==> config.mk <==
export PLATFORM = sky130hd
export DESIGN_NAME = if_fetch
export DESIGN_NICKNAME = d
export VERILOG_FILES = /design/src/rtl/if_fetch_pkg.sv /design/src/rtl/if_icache.sv /design/src/rtl/if_fetch.sv
export SDC_FILE = /design/constraint.sdc
export NUM_CORES = 1
export LEC_CHECK = 0
export CORE_MARGIN = 2
export CORE_UTILIZATION = 69
export CTS_CLUSTER_SIZE = 30
export DETAILED_ROUTE_END_ITERATION = 8
export DONT_BUFFER_PORTS = 1
export GPL_TIMING_DRIVEN = 0
export PLACE_DENSITY = 0.94
export RECOVER_POWER = 50
export SKIP_LAST_GASP = 1
export SLEW_MARGIN = 15
export SYNTH_ARGS = -nofsm -noshare
export SYNTH_HDL_FRONTEND = slang
export SYNTH_SLANG_ARGS = --single-unit
==> constraint.sdc <==
create_clock -name clk_in -period 5.6 [get_ports clk_in]
set_input_delay 1.12 -clock clk_in [delete_from_list [all_inputs] [get_ports clk_in]]
set_output_delay 1.12 -clock clk_in [all_outputs]
set_load 0.1 [all_outputs]
==> src/rtl/if_fetch_pkg.sv <==
// Shared definitions for the RV32I instruction-fetch stage: bus ranges, control
// constants, the JAL opcode, IF FSM encodings and the static next-PC predictor.
package if_fetch_pkg;

  localparam int STALL_W  = 6;
  localparam int ADDR_W   = 32;
  localparam int INST_W   = 32;
  localparam int STALL_IF = 1;

  localparam logic JUMP   = 1'b1;
  localparam logic STALL  = 1'b1;
  localparam logic ENABLE = 1'b1;

  localparam logic [6:0] OP_JAL = 7'b1101111;

  typedef enum logic [1:0] {
    S_IDLE  = 2'd0,
    S_WAIT  = 2'd1,
    S_HOLD  = 2'd2,
    S_FLUSH = 2'd3
  } if_state_e;

  typedef struct packed {
    logic              taken;
    logic [ADDR_W-1:0] target;
  } pred_t;

  // JAL is taken to its J-immediate target; everything else falls through to pc+4.
  function automatic pred_t predict(input logic [ADDR_W-1:0] pc, input logic [INST_W-1:0] inst);
    pred_t             p;
    logic [ADDR_W-1:0] imm;
    imm = {{11{inst[31]}}, inst[31], inst[19:12], inst[20], inst[30:21], 1'b0};
    if (inst[6:0] == OP_JAL) begin
      p.taken  = 1'b1;
      p.target = pc + imm;
    end else begin
      p.taken  = 1'b0;
      p.target = pc + 32'd4;
    end
    return p;
  endfunction

endpackage

==> src/rtl/if_icache.sv <==
// Direct-mapped instruction cache, one word per line; lookup is combinational,
// fill is synchronous. Only instantiated by if_fetch when ICACHE_EN is defined.
module if_icache
  import if_fetch_pkg::*;
#(
  parameter int IDX_W = 7
) (
  input  logic              clk_in,
  input  logic              rst_in,
  input  logic [29:0]       lookup_addr,
  output logic              hit,
  output logic [INST_W-1:0] hit_inst,
  input  logic              fill_en,
  input  logic [29:0]       fill_addr,
  input  logic [INST_W-1:0] fill_inst
);

  localparam int LINES = 1 << IDX_W;
  localparam int TAG_W = 30 - IDX_W;

  logic [LINES-1:0]  valid_r;
  logic [TAG_W-1:0]  tag_r  [LINES];
  logic [INST_W-1:0] data_r [LINES];

  logic [IDX_W-1:0]  lookup_idx_s;
  logic [IDX_W-1:0]  fill_idx_s;

  assign lookup_idx_s = lookup_addr[IDX_W-1:0];
  assign fill_idx_s   = fill_addr[IDX_W-1:0];

  // Hit detection against the current PC.
  always_comb begin
    hit      = valid_r[lookup_idx_s] && (tag_r[lookup_idx_s] == lookup_addr[29:IDX_W]);
    hit_inst = data_r[lookup_idx_s];
  end

  // Valid bits: cleared only by reset, set on fill.
  always_ff @(posedge clk_in) begin
    if (rst_in) begin
      valid_r <= '0;
    end else if (fill_en) begin
      valid_r[fill_idx_s] <= 1'b1;
    end
  end

  // Tag and data storage, no reset needed behind the valid bits.
  always_ff @(posedge clk_in) begin
    if (fill_en) begin
      tag_r[fill_idx_s]  <= fill_addr[29:IDX_W];
      data_r[fill_idx_s] <= fill_inst;
    end
  end

endmodule

==> src/rtl/if_fetch.sv <==
// IF stage: owns the PC, fetches one word at a time, predicts statically and
// drives IF/ID. Define ICACHE_EN to add the direct-mapped i-cache (if_icache).
module if_fetch
  import if_fetch_pkg::*;
#(
  parameter int              ICACHE_IDX_W = 7,
  parameter logic [ADDR_W-1:0] RESET_PC   = 32'h0000_0000
) (
  input  logic               clk_in,
  input  logic               rst_in,
  input  logic               rdy_in,
  input  logic [STALL_W-1:0] stall_in,
  input  logic               pcJump_in,
  input  logic [ADDR_W-1:0]  pcTarget_in,
  output logic               if_req_out,
  output logic [ADDR_W-1:0]  if_addr_out,
  input  logic               mem_done_in,
  input  logic [INST_W-1:0]  mem_inst_in,
  output logic               instE_out,
  output logic [ADDR_W-1:0]  pc_out,
  output logic [INST_W-1:0]  inst_out,
  output logic               taken_out,
  output logic [ADDR_W-1:0]  pcPred_out
);

  if (ICACHE_IDX_W < 1 || ICACHE_IDX_W > 28) begin : g_bad_idx
    $error("if_fetch: ICACHE_IDX_W out of range");
  end

  if_state_e         state_r;
  logic [ADDR_W-1:0] pc_r;
  logic              stall_s;
  logic              cache_hit_s;
  logic [INST_W-1:0] cache_inst_s;
  logic [INST_W-1:0] word_s;
  pred_t             pred_s;
  logic              unused_s;

  assign stall_s  = (stall_in[STALL_IF] == STALL);
  assign unused_s = ^{stall_in[STALL_W-1:STALL_IF+1], stall_in[STALL_IF-1:0]};

`ifdef ICACHE_EN
  logic fill_en_s;

  // Fill only with a word that is actually presented, never a discarded one.
  always_comb begin
    if (!rst_in && rdy_in && state_r == S_WAIT && mem_done_in && pcJump_in != JUMP) begin
      fill_en_s = 1'b1;
    end else begin
      fill_en_s = 1'b0;
    end
  end

  if_icache #(.IDX_W(ICACHE_IDX_W)) u_icache (
    .clk_in      (clk_in),
    .rst_in      (rst_in),
    .lookup_addr (pc_r[ADDR_W-1:2]),
    .hit         (cache_hit_s),
    .hit_inst    (cache_inst_s),
    .fill_en     (fill_en_s),
    .fill_addr   (pc_r[ADDR_W-1:2]),
    .fill_inst   (mem_inst_in)
  );
`else
  assign cache_hit_s  = 1'b0;
  assign cache_inst_s = 32'h0000_0000;
`endif

  // Word source for presentation: memory while waiting, cache otherwise.
  always_comb begin
    if (state_r == S_WAIT) begin
      word_s = mem_inst_in;
    end else begin
      word_s = cache_inst_s;
    end
    pred_s = predict(pc_r, word_s);
  end

  // Fetch FSM with all IF/ID and memory-request outputs registered.
  always_ff @(posedge clk_in) begin
    if (rst_in) begin
      pc_r        <= RESET_PC;
      // A request still outstanding at reset will complete later and must be dropped.
      state_r     <= (if_req_out || state_r == S_FLUSH) ? S_FLUSH : S_IDLE;
      if_req_out  <= 1'b0;
      if_addr_out <= 32'h0000_0000;
      instE_out   <= 1'b0;
      pc_out      <= 32'h0000_0000;
      inst_out    <= 32'h0000_0000;
      taken_out   <= 1'b0;
      pcPred_out  <= 32'h0000_0000;
    end else if (rdy_in) begin
      if (pcJump_in == JUMP) begin
        pc_r      <= pcTarget_in;
        instE_out <= 1'b0;
        case (state_r)
          S_WAIT, S_FLUSH: begin
            if (mem_done_in) begin
              if_req_out <= 1'b0;
              state_r    <= S_IDLE;
            end else begin
              state_r    <= S_FLUSH;
            end
          end
          S_IDLE, S_HOLD: state_r <= S_IDLE;
          default: begin
            if_req_out <= 1'b0;
            state_r    <= S_IDLE;
          end
        endcase
      end else begin
        case (state_r)
          S_IDLE: begin
            if (stall_s) begin
              state_r <= S_IDLE;
            end else if (cache_hit_s) begin
              pc_out     <= pc_r;
              inst_out   <= word_s;
              taken_out  <= pred_s.taken;
              pcPred_out <= pred_s.target;
              pc_r       <= pred_s.target;
              instE_out  <= ENABLE;
            end else begin
              instE_out   <= 1'b0;
              if_req_out  <= 1'b1;
              if_addr_out <= pc_r;
              state_r     <= S_WAIT;
            end
          end
          S_WAIT: begin
            if (mem_done_in) begin
              pc_out     <= pc_r;
              inst_out   <= word_s;
              taken_out  <= pred_s.taken;
              pcPred_out <= pred_s.target;
              pc_r       <= pred_s.target;
              instE_out  <= ENABLE;
              if_req_out <= 1'b0;
              state_r    <= stall_s ? S_HOLD : S_IDLE;
            end else begin
              state_r    <= S_WAIT;
            end
          end
          S_HOLD: begin
            if (stall_s) begin
              state_r   <= S_HOLD;
            end else begin
              instE_out <= 1'b0;
              state_r   <= S_IDLE;
            end
          end
          S_FLUSH: begin
            if (mem_done_in) begin
              if_req_out <= 1'b0;
              state_r    <= S_IDLE;
            end else begin
              state_r    <= S_FLUSH;
            end
          end
          default: begin
            if_req_out <= 1'b0;
            instE_out  <= 1'b0;
            state_r    <= S_IDLE;
          end
        endcase
      end
    end
  end

endmodule
# Word level (Yosys, flattened, before mapping)
# Index checks and enable logic that the tools add are counted.
[word_totals]
reg_bits = 165
out_inout_bits = 131
wordCells = 59
[op_classes]
n_addsub = 2
n_eq_ne = 8
mux = 24
n_bitwise = 2
n_reduce_logical = 14
[ops]
columns = ["operator", "n"]
rows = [
  ["$mux W32", 4],
  ["$mux W33", 1],
  ["$add A32 B3 Y32 const B", 1],
  ["$add A32 B32 Y32", 1],
  ["$reduce_and A4 Y1", 4],
  ["$mux W2", 7],
  ["$mux W1", 8],
  ["$pmux W2 S4", 1],
  ["$reduce_bool A2 Y1", 4],
  ["$eq A7 B7 Y1 const B", 1],
  ["$ne A3 B3 Y1 const B", 2],
  ["$eq A2 B2 Y1 const B", 2],
  ["$pmux W1 S2", 2],
  ["$pmux W2 S2", 1],
  ["$reduce_or A2 Y1", 2],
  ["$ne A3 B2 Y1 const B", 1],
  ["$reduce_and A3 Y1", 1],
  ["$reduce_bool A3 Y1", 1],
  ["$eq A2 B1 Y1 const B", 1],
  ["$logic_not A2 Y1", 1],
  ["$ne A2 B2 Y1 const B", 1],
  ["$not A1 Y1", 2],
  ["$logic_or A1 B1 Y1", 1],
]

# Longest topological paths before layout
[logic_depth]
ltp_word = 7
ltp_mapped = 17
ltp_nobuf = 15

# Worst setup path after synthesis
# Ideal clock, no wire load.
[synth_timing]
path_kind = "input port to flip-flop"
from = "input port mem_inst_in[21]"
to = "register pcPred_out[21]"
setup_ns = 0.062
arrival_time_ns = 3.587
setup_slack_ns = 1.951
cell_stages = 13
n_path_buf = 0
path_cell_list = "and2_1 -> ha_1 -> inv_1 -> fa_1 -> nand2b_1 -> a21oi_1 -> o41a_1 -> a21o_1 -> a31o_1 -> and2_1 -> mux2i_1 -> a2111oi_0 -> a311o_1"
[synth_between]
elab_chain_cells = 3
[synth_rtl]
columns = ["item", "line_no", "rtl"]
rows = [
  ["start, declared", "if_fetch.sv:18", "input logic [INST_W-1:0] mem_inst_in,"],
  ["$mux W32", "if_fetch.sv:71", "if (state_r == S_WAIT) begin"],
  ["$add A32 B32 Y32", "if_fetch_pkg.sv:35", "p.target = pc + imm;"],
  ["$mux W33", "if_fetch_pkg.sv:33", "if (inst[6:0] == OP_JAL) begin"],
  ["end signal, assigned", "if_fetch.sv:120", "pcPred_out <= pred_s.target;"],
  ["end signal, assigned", "if_fetch.sv:135", "pcPred_out <= pred_s.target;"],
  ["end, declared", "if_fetch.sv:23", "output logic [ADDR_W-1:0] pcPred_out"],
]
# No other way between the ends.
# A chain may end at the register's enable or synchronous reset.

# Final worst setup path
[layout_timing]
from = "register state_r[0]"
to = "register pc_r[21]"
[layout_between]
elab_chain_cells = 7
[layout_rtl]
columns = ["item", "line_no", "rtl"]
rows = [
  ["start, declared", "if_fetch.sv:30", "if_state_e state_r;"],
  ["start signal, assigned", "if_fetch.sv:84", "state_r <= (if_req_out || state_r == S_FLUSH) ? S_FLUSH : S_IDLE;"],
  ["start signal, assigned", "if_fetch.sv:139", "state_r <= stall_s ? S_HOLD : S_IDLE;"],
  ["$eq A2 B1 Y1 *", "if_fetch.sv:71, if_fetch.sv:112", ""],
  ["$mux W32", "if_fetch.sv:71", ""],
  ["$add A32 B32 Y32 or $eq A7 B7 Y1 (tied branches)", "if_fetch_pkg.sv:35, if_fetch_pkg.sv:33", ""],
  ["$mux W33", "if_fetch_pkg.sv:33", ""],
  ["$mux W32", "if_fetch.sv:131", "if (mem_done_in) begin"],
  ["$mux W32", "if_fetch.sv:112", "case (state_r)"],
  ["$mux W32", "if_fetch.sv:93", "if (pcJump_in == JUMP) begin"],
  ["end signal, assigned", "if_fetch.sv:94", "pc_r <= pcTarget_in;"],
  ["end signal, assigned", "if_fetch.sv:121", "pc_r <= pred_s.target;"],
  ["end signal, assigned", "if_fetch.sv:136", "pc_r <= pred_s.target;"],
  ["end, declared", "if_fetch.sv:31", "logic [ADDR_W-1:0] pc_r;"],
]
# Every way passes the cells marked *; elsewhere a longest branch is shown, timed or not. The select of a mux whose other input is x is not followed.

==> reports/qor.yml <==
sta:
  setup-violations-final: 0
  hold_viol_final: 0
  setup-tns-final_ps: 0
  rsz0062_at_grt: "false"
  slew_headroom: 0.275
  period_needed_ps: 4700
  post-route-period-util: 0.839
  clock_skew_ps: 13.4
  worst-slew-pin-transition_ps: 1090
  worst_slack_ps: 901
  finalMaxSlewViolations: 0
  fmax_ghz: 0.213
worst_setup_path:
  path_cells: "buf_2, inv_1, nor2_1, clkbuf_1, clkbuf_1, nand2_1, fa_1, nand2b_1, a21oi_1, o41a_1, a21o_1, a31o_1, and2_1, mux2i_1, a2111oi_0, nand4b_1"
  critPathMostFrequentCell: "clkbuf_1"
  worstSetupPathType: "register to register"
  crit_path_start_kind: "register"
  crit_slowest_cell: "a2111oi_0"
  worstPathArrival_ps: 5060
  critPathMaxStageDelay_ps: 670
  crit_required_ps: 5960
  cp-end-kind: "register"
  path_max_fanout: 10
logic_synthesis:
  async_flop_share: 0
  syn-num-nets: 1303
  synth_top_area_share: 0.364
  ys_top_cells_by_area: "dfxtp_1 36%, nand2_1 11%, a21oi_1 9.1%"
  synth.distinct_cells: 77
  syn_inst: 1207
  synth_commonest_cells: "268 x nand2_1, 162 x a21oi_1, 162 x dfxtp_1"
  synth-seq-cells: 164
  synth_top_family_by_area: "simple AND/OR/NAND/NOR gates"
  synth_edf_count: 2
  synth_adder_area_share: 0.0304
  synth_simple_gate_area_frac: 0.288
  synth.area.mux_share: 0.0112
  synth_area_um2: 8900
  seq_area_frac_synth: 0.371
  yosysMostFrequentCell: "nand2_1"
  synth_compound_area_frac: 0.216
  synth.avg_cell_area_um2: 7.37
  yosysWarnings: 0
  synthXorXnorAreaFrac: 0.0335
  yosysTopAreaCell: "dfxtp_1"
  ys.flop_type: "dfxtp_1"
route:
  wl_um: 34500
  avgViaCountPerCell: 7.09
  wire_per_inst_um: 24.4
  drtPass1Iterations: 8
  drt_iter0_markers: 1438
  drc: 0
  postRouteAntennaNets: 0
  num_vias: 10000
cts:
  post_cts_buffers: 0
  cts_hold_buf: 0
  clk_latency_ps: 450
  cts.sinks: 164
  clk_pin_slew_worst_paths_ps: 70
  numCtsBuffers: 17
  clockBufferDepth: 2
  root_buffer: "clkbuf_16"
  cts-htree-levels: 4
  cts_resized: 0
  cts_tree: "done"
global_routing:
  grt_use_total: 0.486
  grt_max_degree: 19
  busiest_layer: "met2"
  met1_usage: 0.551
  grt_pass1_wl_um: 52300
  globalRouteMet3Util: 0.168
  grt_pass1_vias: 9509
  globalRouteMet2Util: 0.754
  grt_antenna_before_repair: 1
  grt_overflow: 0
pwr:
  p_leak_uw: 0.00335
  power_uw: 2810
  power_per_cell_area_nw_per_um2: 289
  vdd_drop_max_mv: 0.243
floorplanning:
  num_rows: 41
  ios: 206
  core_area_um2: 12600
  dieWidth_um: 118
  dieHeight_um: 118
  dieArea_um2: 13800
  start_util: 0.705
placement:
  hpwl_um: 24800
  routabilityCongestion: 1.07
  place_area_um2: 9110
  pre_cts_ws_ps: 1320
  io_buffers: 0
final_layout:
  areaGrowthSynthToFinish_pct: 9.22
  layout-drive-gt1-share: 0.0460
  fin_nets: 1322
  final_util: 0.770
  final_area_um2: 9720
run:
  maxCapViolations: 0
run_status:
  status: "completed"
min_path:
  hp-class: "register to register"
## metal layers
| metal | vias up | routed length (um) |
|---|---|---|
| met4 | 0 | 3460 |
| met2 | 931 | 14800 |
| met3 | 305 | 4890 |
| li1 | 4267 | - |
| met5 | - | 0 |
| met1 | 4514 | 11300 |
## placed cells by master, fill, tap and decap left out, types with 6 or more instances in the layout
master,n
nor3_1,27
nand3_1,42
clkbuf_16,17
o211ai_1,9
nor4_1,7
xor2_1,16
or4b_1,7
mux2i_1,10
ha_1,20
or3_1,8
a211oi_1,24
o21ai_1,19
a31oi_1,9
nor2_1,83
a21o_1,6
inv_1,12
a21oi_1,162
nand2b_1,9
clkbuf_1,86
buf_2,7
nand4_1,12
o21a_1,7
nand2_1,268
o21ai_0,28
xnor2_1,18
and2_1,27
dfxtp_1,162
and3_1,20
## worst max-delay path: cells and delay by family, from the launching register on
| kind | cells | cell delay [ps] |
|---|---|---|
| flops | 1 | 320 |
| fa+ha+maj | 1 | 450 |
| mux | 1 | 160 |
| simple gates | 5 | 1000 |
| buf+inv | 4 | 1000 |
| compound gates | 5 | 1680 |
## through the flow
stage          cells  hold WS, ps
5_1_grt         1412          573
2_1_floorplan   1207          442
3_5_place_dp    1379          523
3_3_place_gp    1379          514
6_report        1412          536
4_1_cts         1411          529
## state kept, by name (all words and copies together), names as in the netlist
| signal | cells |
|---|---|
| if_addr_out | 32 |
| inst_out | 32 |
| pc_out | 32 |
| pc_r | 32 |
| pcPred_out | 31 |
| state_r | 2 |
| if_req_out | 1 |
| instE_out | 1 |
| taken_out | 1 |
## where the power goes
part,switching (uW),internal [uW],leakage (uW)
Sequential,109,1190,0.00133
Clock,574,597,0.000280
Combinational,233,98.1,0.00174
## final timing paths
check                                     startpoint                endpoint  slack (ps)  depth (start not counted)
worst max-delay path            state_r[0]$_DFFE_PP_   pc_r[21]$_SDFFE_PP0P_         900                         16
worst min-delay path            pc_r[1]$_SDFFE_PP0P_  pc_out[1]$_SDFFE_PP0P_         540                          2
worst max register to register  state_r[0]$_DFFE_PP_   pc_r[21]$_SDFFE_PP0P_         900                         16
worst min register to register  pc_r[1]$_SDFFE_PP0P_  pc_out[1]$_SDFFE_PP0P_         540                          2
## layout make-up
class / count / area, um2
well taps: 172 / 215
fillers: 920 / 2900
clock inverters: 15 / 166
diodes: 1 / 2.50
inverters: 12 / 45.0
flip-flops and latches: 164 / 3300
multi-input cells: 931 / 5160
plain buffers: 100 / 398
clock buffers: 17 / 425
## cell families (layout without fill, tap and decap cells)
group,after synthesis,after routing
AOI/OAI and AO/OA,318,318
other,0,1
adders and majority gates,21,21
xor gates and xnor gates,34,34
DFF,164,164
buffers and inverters,112,144
muxes,10,10
and+or+nand+nor,548,548
Note: power is estimated with default switching activity, not from simulation.
